$ cat src/rtl/aes_ise_pkg.sv
// AES instruction-set-extension shared definitions.
// FSM encoding and GF(2^8) constant for the MixColumns ISE family.
package aes_ise_pkg;

  typedef logic [7:0] byte_t;

  typedef struct packed {
    byte_t c0;
    byte_t c1;
    byte_t c2;
    byte_t c3;
  } col_t;

  localparam byte_t GF_RED = 8'h1b;

  localparam logic [2:0] LOAD_01 = 3'd0;
  localparam logic [2:0] LOAD_23 = 3'd1;
  localparam logic [2:0] PRE     = 3'd2;
  localparam logic [2:0] MIX     = 3'd3;
  localparam logic [2:0] OUT2    = 3'd4;
  localparam logic [2:0] OUT1    = 3'd5;
  localparam logic [2:0] OUT0    = 3'd6;

endpackage

$ cat src/rtl/aes_xtime.sv
// GF(2^8) multiply-by-x with the AES reduction polynomial.
// Pure combinational helper.
module aes_xtime
  import aes_ise_pkg::*;
(
  input  byte_t x,
  output byte_t y
);

  assign y = {x[6:0], 1'b0} ^ (x[7] ? GF_RED : 8'h00);

endmodule

$ cat src/rtl/aimc_ise.sv
// AES InvMixColumns ISE: one column over five core calls.
// Inverse is done as a pre-multiply step followed by forward MixColumns.
module aimc_ise
  import aes_ise_pkg::*;
(
  input  logic       clk,
  input  logic       rst_n,
  input  logic       start,
  input  logic [7:0] a,
  input  logic [7:0] b,
  input  logic [7:0] sr,
  output logic [7:0] sr_out,
  output logic [7:0] result,
  output logic       wait_req
);

  logic [2:0] state;
  logic [2:0] state_nxt;
  col_t       s;
  col_t       o;
  col_t       mix;
  byte_t      u1, u;
  byte_t      v1, v;
  byte_t      t;
  byte_t      x0, x1, x2, x3;

  assign sr_out = sr;

  aes_xtime u_xu1 (.x(s.c0 ^ s.c2), .y(u1));
  aes_xtime u_xu2 (.x(u1),          .y(u));
  aes_xtime u_xv1 (.x(s.c1 ^ s.c3), .y(v1));
  aes_xtime u_xv2 (.x(v1),          .y(v));

  assign t = s.c0 ^ s.c1 ^ s.c2 ^ s.c3;

  aes_xtime u_xm0 (.x(s.c0 ^ s.c1), .y(x0));
  aes_xtime u_xm1 (.x(s.c1 ^ s.c2), .y(x1));
  aes_xtime u_xm2 (.x(s.c2 ^ s.c3), .y(x2));
  aes_xtime u_xm3 (.x(s.c3 ^ s.c0), .y(x3));

  assign mix = {
    s.c0 ^ t ^ x0,
    s.c1 ^ t ^ x1,
    s.c2 ^ t ^ x2,
    s.c3 ^ t ^ x3
  };

  always_comb begin
    state_nxt = state;
    wait_req  = 1'b0;
    case (state)
      LOAD_01: if (start) state_nxt = LOAD_23;
      LOAD_23: begin
        if (start) begin
          state_nxt = PRE;
          wait_req  = 1'b1;
        end
      end
      PRE: begin
        state_nxt = MIX;
        wait_req  = 1'b1;
      end
      MIX: begin
        state_nxt = OUT2;
        wait_req  = 1'b1;
      end
      OUT2:    if (start) state_nxt = OUT1;
      OUT1:    if (start) state_nxt = OUT0;
      OUT0:    if (start) state_nxt = LOAD_01;
      default: state_nxt = LOAD_01;
    endcase
  end

  always_ff @(posedge clk or negedge rst_n) begin
    if (!rst_n) begin
      state  <= LOAD_01;
      s      <= '0;
      o      <= '0;
      result <= '0;
    end else begin
      state  <= state_nxt;
      result <= '0;
      case (state)
        LOAD_01: begin
          if (start) begin
            s.c0 <= a;
            s.c1 <= b;
          end
        end
        LOAD_23: begin
          if (start) begin
            s.c2 <= a;
            s.c3 <= b;
          end
        end
        PRE: begin
          s <= {s.c0 ^ u, s.c1 ^ v, s.c2 ^ u, s.c3 ^ v};
        end
        MIX: begin
          o      <= mix;
          result <= mix.c3;
        end
        OUT2, OUT1, OUT0: begin
          // rotate so the next byte to return always sits in c2
          if (start) begin
            result <= o.c2;
            o      <= {o.c3, o.c0, o.c1, o.c2};
          end
        end
        default: ;
      endcase
    end
  end

endmodule

$ cat config.mk
export PLATFORM = sky130hd
export DESIGN_NAME = aimc_ise
export DESIGN_NICKNAME = d
export VERILOG_FILES = /design/src/rtl/aes_ise_pkg.sv /design/src/rtl/aes_xtime.sv /design/src/rtl/aimc_ise.sv
export SDC_FILE = /design/constraint.sdc
export NUM_CORES = 1
export LEC_CHECK = 0
export BUFFER_PORTS_ARGS = -buffer_cell sky130_fd_sc_hd__clkbuf_2
export CAP_MARGIN = 0
export CORE_MARGIN = 2
export CORE_UTILIZATION = 30
export DETAILED_ROUTE_END_ITERATION = 8
export HOLD_SLACK_MARGIN = 0.08
export PLACE_DENSITY = 0.55
export SETUP_SLACK_MARGIN = 0.05
export SLEW_MARGIN = 20
export SYNTH_ARGS = -nofsm -noshare
export SYNTH_HDL_FRONTEND = slang
export SYNTH_HIERARCHICAL = 1
export SYNTH_SLANG_ARGS = --single-unit
$ cat constraint.sdc
create_clock -name clk -period 2.6 [get_ports clk]
set_input_delay 0.52 -clock clk [delete_from_list [all_inputs] [get_ports clk]]
set_output_delay 0.52 -clock clk [all_outputs]
set_load 0.005 [all_outputs]
==> qor.csv <==
stage,metric,value,unit
critical_path,Critical Path End Type,flip-flop,
route,final routed DRC violation total,0,
floorplan,effective utilization at floorplan,0.307,
timing,Final setup viols,0,
final_layout,fill cell count,1941,
final_layout,Layout Nets,557,
timing,Final TNS setup,0,ps
synthesis,most numerous cell in the Yosys netlist,xor2_1,
critical_path,slowest cell on the critical path,xor2_1,
synthesis,sequential area share after synthesis,0.324,
synthesis,share of async-settable or async-resettable flops after synthesis,1.00,
synthesis,Synth Register Bits,75,
cts,post-cts sizing count,0,
timing,relative slew slack,0.461,
final_layout,layout cells sized above 1,0.264,
floorplan,io pins,44,
global_route,Total GRT Usage,0.132,
floorplan,Core Area,18800,um^2
floorplan,site row count,50,
final_layout,Antenna Diode Count,0,
cts,clock-pin transition on the worst setup and hold timing paths,60,ps
critical_path,sequence of cells on the critical path,"xor2_1, xor2_1, nand2_1, mux2_2, o22a_1",
place,HPWL after detailed placement,9060,um
global_route,initial antenna violation count,0,
cts,clock insertion delay at the later pin of the skew report,350,ps
global_route,residual overflow from global routing,0,
floorplan,Die Area,20400,um^2
synthesis,"Top FF cell, synth",dfrtp_1,
place,Cells after DPL,779,
critical_path,kind of start point of the critical path,flip-flop,
critical_path,Crit Path Class,flip-flop to flip-flop,
cts,clock buffer count from CTS,9,
global_route,vias in the first global route,3944,
critical_path,most frequent cell on the critical path,xor2_1,
route,vias after detailed routing,3751,
timing,count of final hold-check violations,0,
route,DR WL/cell,15.9,um
critical_path,highest net fanout along the worst path,7,
cts,root buffer cell,clkbuf_16,
timing,setup repair after global routing missed its margin,false,
place,gpl congestion,0.796,
timing,final worst path period need,2150,ps
job,max-cap violation count,0,
route,Total Routed Length,12600,um
synthesis,warning count from the yosys run,6,
synthesis,area of the mapped netlist,5790,um^2
timing,Worst Clk Skew,4.85,ps
place,count of input and output buffers,27,
synthesis,most frequent cells after synthesis,"xor2_1 (81), dfrtp_1 (75), xnor2_1 (55)",
critical_path,"Largest stage delay, worst path",580,ps
critical_path,data arrival time of the worst path,2380,ps
route,Vias/cell,4.72,
critical_path,Required @ worst endpoint,2830,ps
final_layout,filler-free cell count of the finished design,794,
synthesis,largest area contributor in the synthesized netlist,dfrtp_1,
synthesis,syn_nets,611,
route,number of violations reported at the end of detailed-routing iteration 0,303,
route,remaining number of nets flagged by the antenna check after routing,0,
route,detailed-routing iteration count for the pre-antenna-repair pass,5,
final_layout,area added between synthesis and finish,4.30,%
floorplan,die height,143,um
cts,number of clock sinks,75,
timing,measured slew at the worst slew-check pin,806,ps
synthesis,cell types with the largest area share after synthesis,"dfrtp_1 (32%), xor2_1 (12%), xnor2_1 (8.3%)",
cts,clock tree from TritonCTS,yes,
cts,Clock H-tree levels,3,
floorplan,chip width,143,um
synthesis,count of mapped cells out of synthesis,584,
timing,period utilisation layout,0.828,
cts,hold-fix buffer count after cts,0,
timing,fin. max-slew vios,0,
cts,Post-CTS Setup Inserts,0,
status,result of the run,finished clean,
min_path,type of the most critical hold path,input pin to asynchronous set/reset pin,
cts,Bufs on Longest Clock Path,2,
global_route,largest net degree at the start of global routing,66,
synthesis,number of synthesized flops with an enable pin,0,
global_route,wire length of the first global-routing pass,21100,um
timing,f_max,0.465,GHz
synthesis,post-synthesis average cell area,9.91,um^2
synthesis,Yosys top cell area share,0.324,
synthesis,count of cell types in the netlist,34,
-- critical path: cells and delay by family, from the launching register on --
kind | cells | cell delay (ps)
and+or+nand+nor | 1 | 90
DFF | 1 | 540
AOI/OAI and AO/OA | 1 | 200
xor gates and xnor gates | 2 | 930
muxes | 1 | 280
-- through the flow --
step	cell area, um^2	util	setup WS, ps	hold WS, ps
after CTS	6040	0.321	442	154
after global routing	6040	0.321	243	170
after global placement	5710	0.303	308	497
after detailed placement	5720	0.304	446	524
after floorplan	5790	-	616	224
final	6040	0.321	448	139
-- layout by cell type, fill, tap and decap left out, types with 2 or more instances in the layout --
master,netlist,final
xor2_1,81,81
inv_1,41,41
a2bb2oi_1,6,6
o221ai_1,8,8
mux2_2,32,32
o221a_2,24,24
clkinv_2,0,2
bufinv_16,0,2
o21ai_0,10,10
dfrtp_1,75,75
buf_4,49,16
a211oi_2,10,10
nand3b_1,2,2
or3_1,16,16
clkbuf_2,0,26
nand3_1,16,16
o22a_1,16,16
a2bb2oi_2,10,10
mux2i_1,17,17
clkbuf_16,0,9
xnor2_1,55,55
buf_12,1,2
a211oi_1,6,6
nor2_2,2,2
nand2_1,38,38
and2_1,2,2
-- cells by family (layout without fill, tap and decap cells) --
group | count (synthesis) | in the layout | synth area share
AO/OA/AOI/OAI | 93 | 93 | 0.160
XOR/XNOR | 136 | 136 | 0.206
buffers and inverters | 150 | 100 | 0.146
flip-flops | 75 | 75 | 0.324
multiplexers | 49 | 49 | 0.0916
AND/OR/NAND/NOR | 81 | 81 | 0.0724
-- per-layer routing --
layer	track usage	vias up	wire, um
li1	-	1810	-
met1	0.185	1873	6260
met3	0.0319	10	476
met2	0.202	58	5770
met4	0.0396	0	122
met5	0	-	0
-- area by class of cell --
type	instances	area, um^2	area share
Timing Repair Buffer	44	290	0.0481
Multi-Input combinational cell	359	3080	0.509
Tap cell	260	325	0.0539
Clock buffer	10	239	0.0396
Sequential cell	75	1880	0.311
Clock inverter	5	77.6	0.0128
Inverter	41	154	0.0255
-- flip-flops by register name, indices dropped and copies added (netlist names) --
signal / cells
s: 32
o: 32
result: 8
state: 3
-- worst paths after layout --
check                                  start              endpoint  slack [ps]  cells past startpoint
setup reg to reg           s[30]$_DFFE_PN0P_     s[11]$_DFFE_PN0P_         450                      5
min in group clk                       start  state[1]$_DFFE_PN0P_         500                      3
max in group asynchronous              rst_n     s[27]$_DFFE_PN0P_        1750                      2
setup / recovery           s[30]$_DFFE_PN0P_     s[11]$_DFFE_PN0P_         450                      5
hold / removal                         rst_n      o[5]$_DFFE_PN0P_         140                      1
hold reg to reg            o[20]$_DFFE_PN0P_     o[12]$_DFFE_PN0P_         530                      2
Power is left out: the tool's default activity adds up to more than one toggle a clock period on the data nets, which glitch-free logic cannot reach.
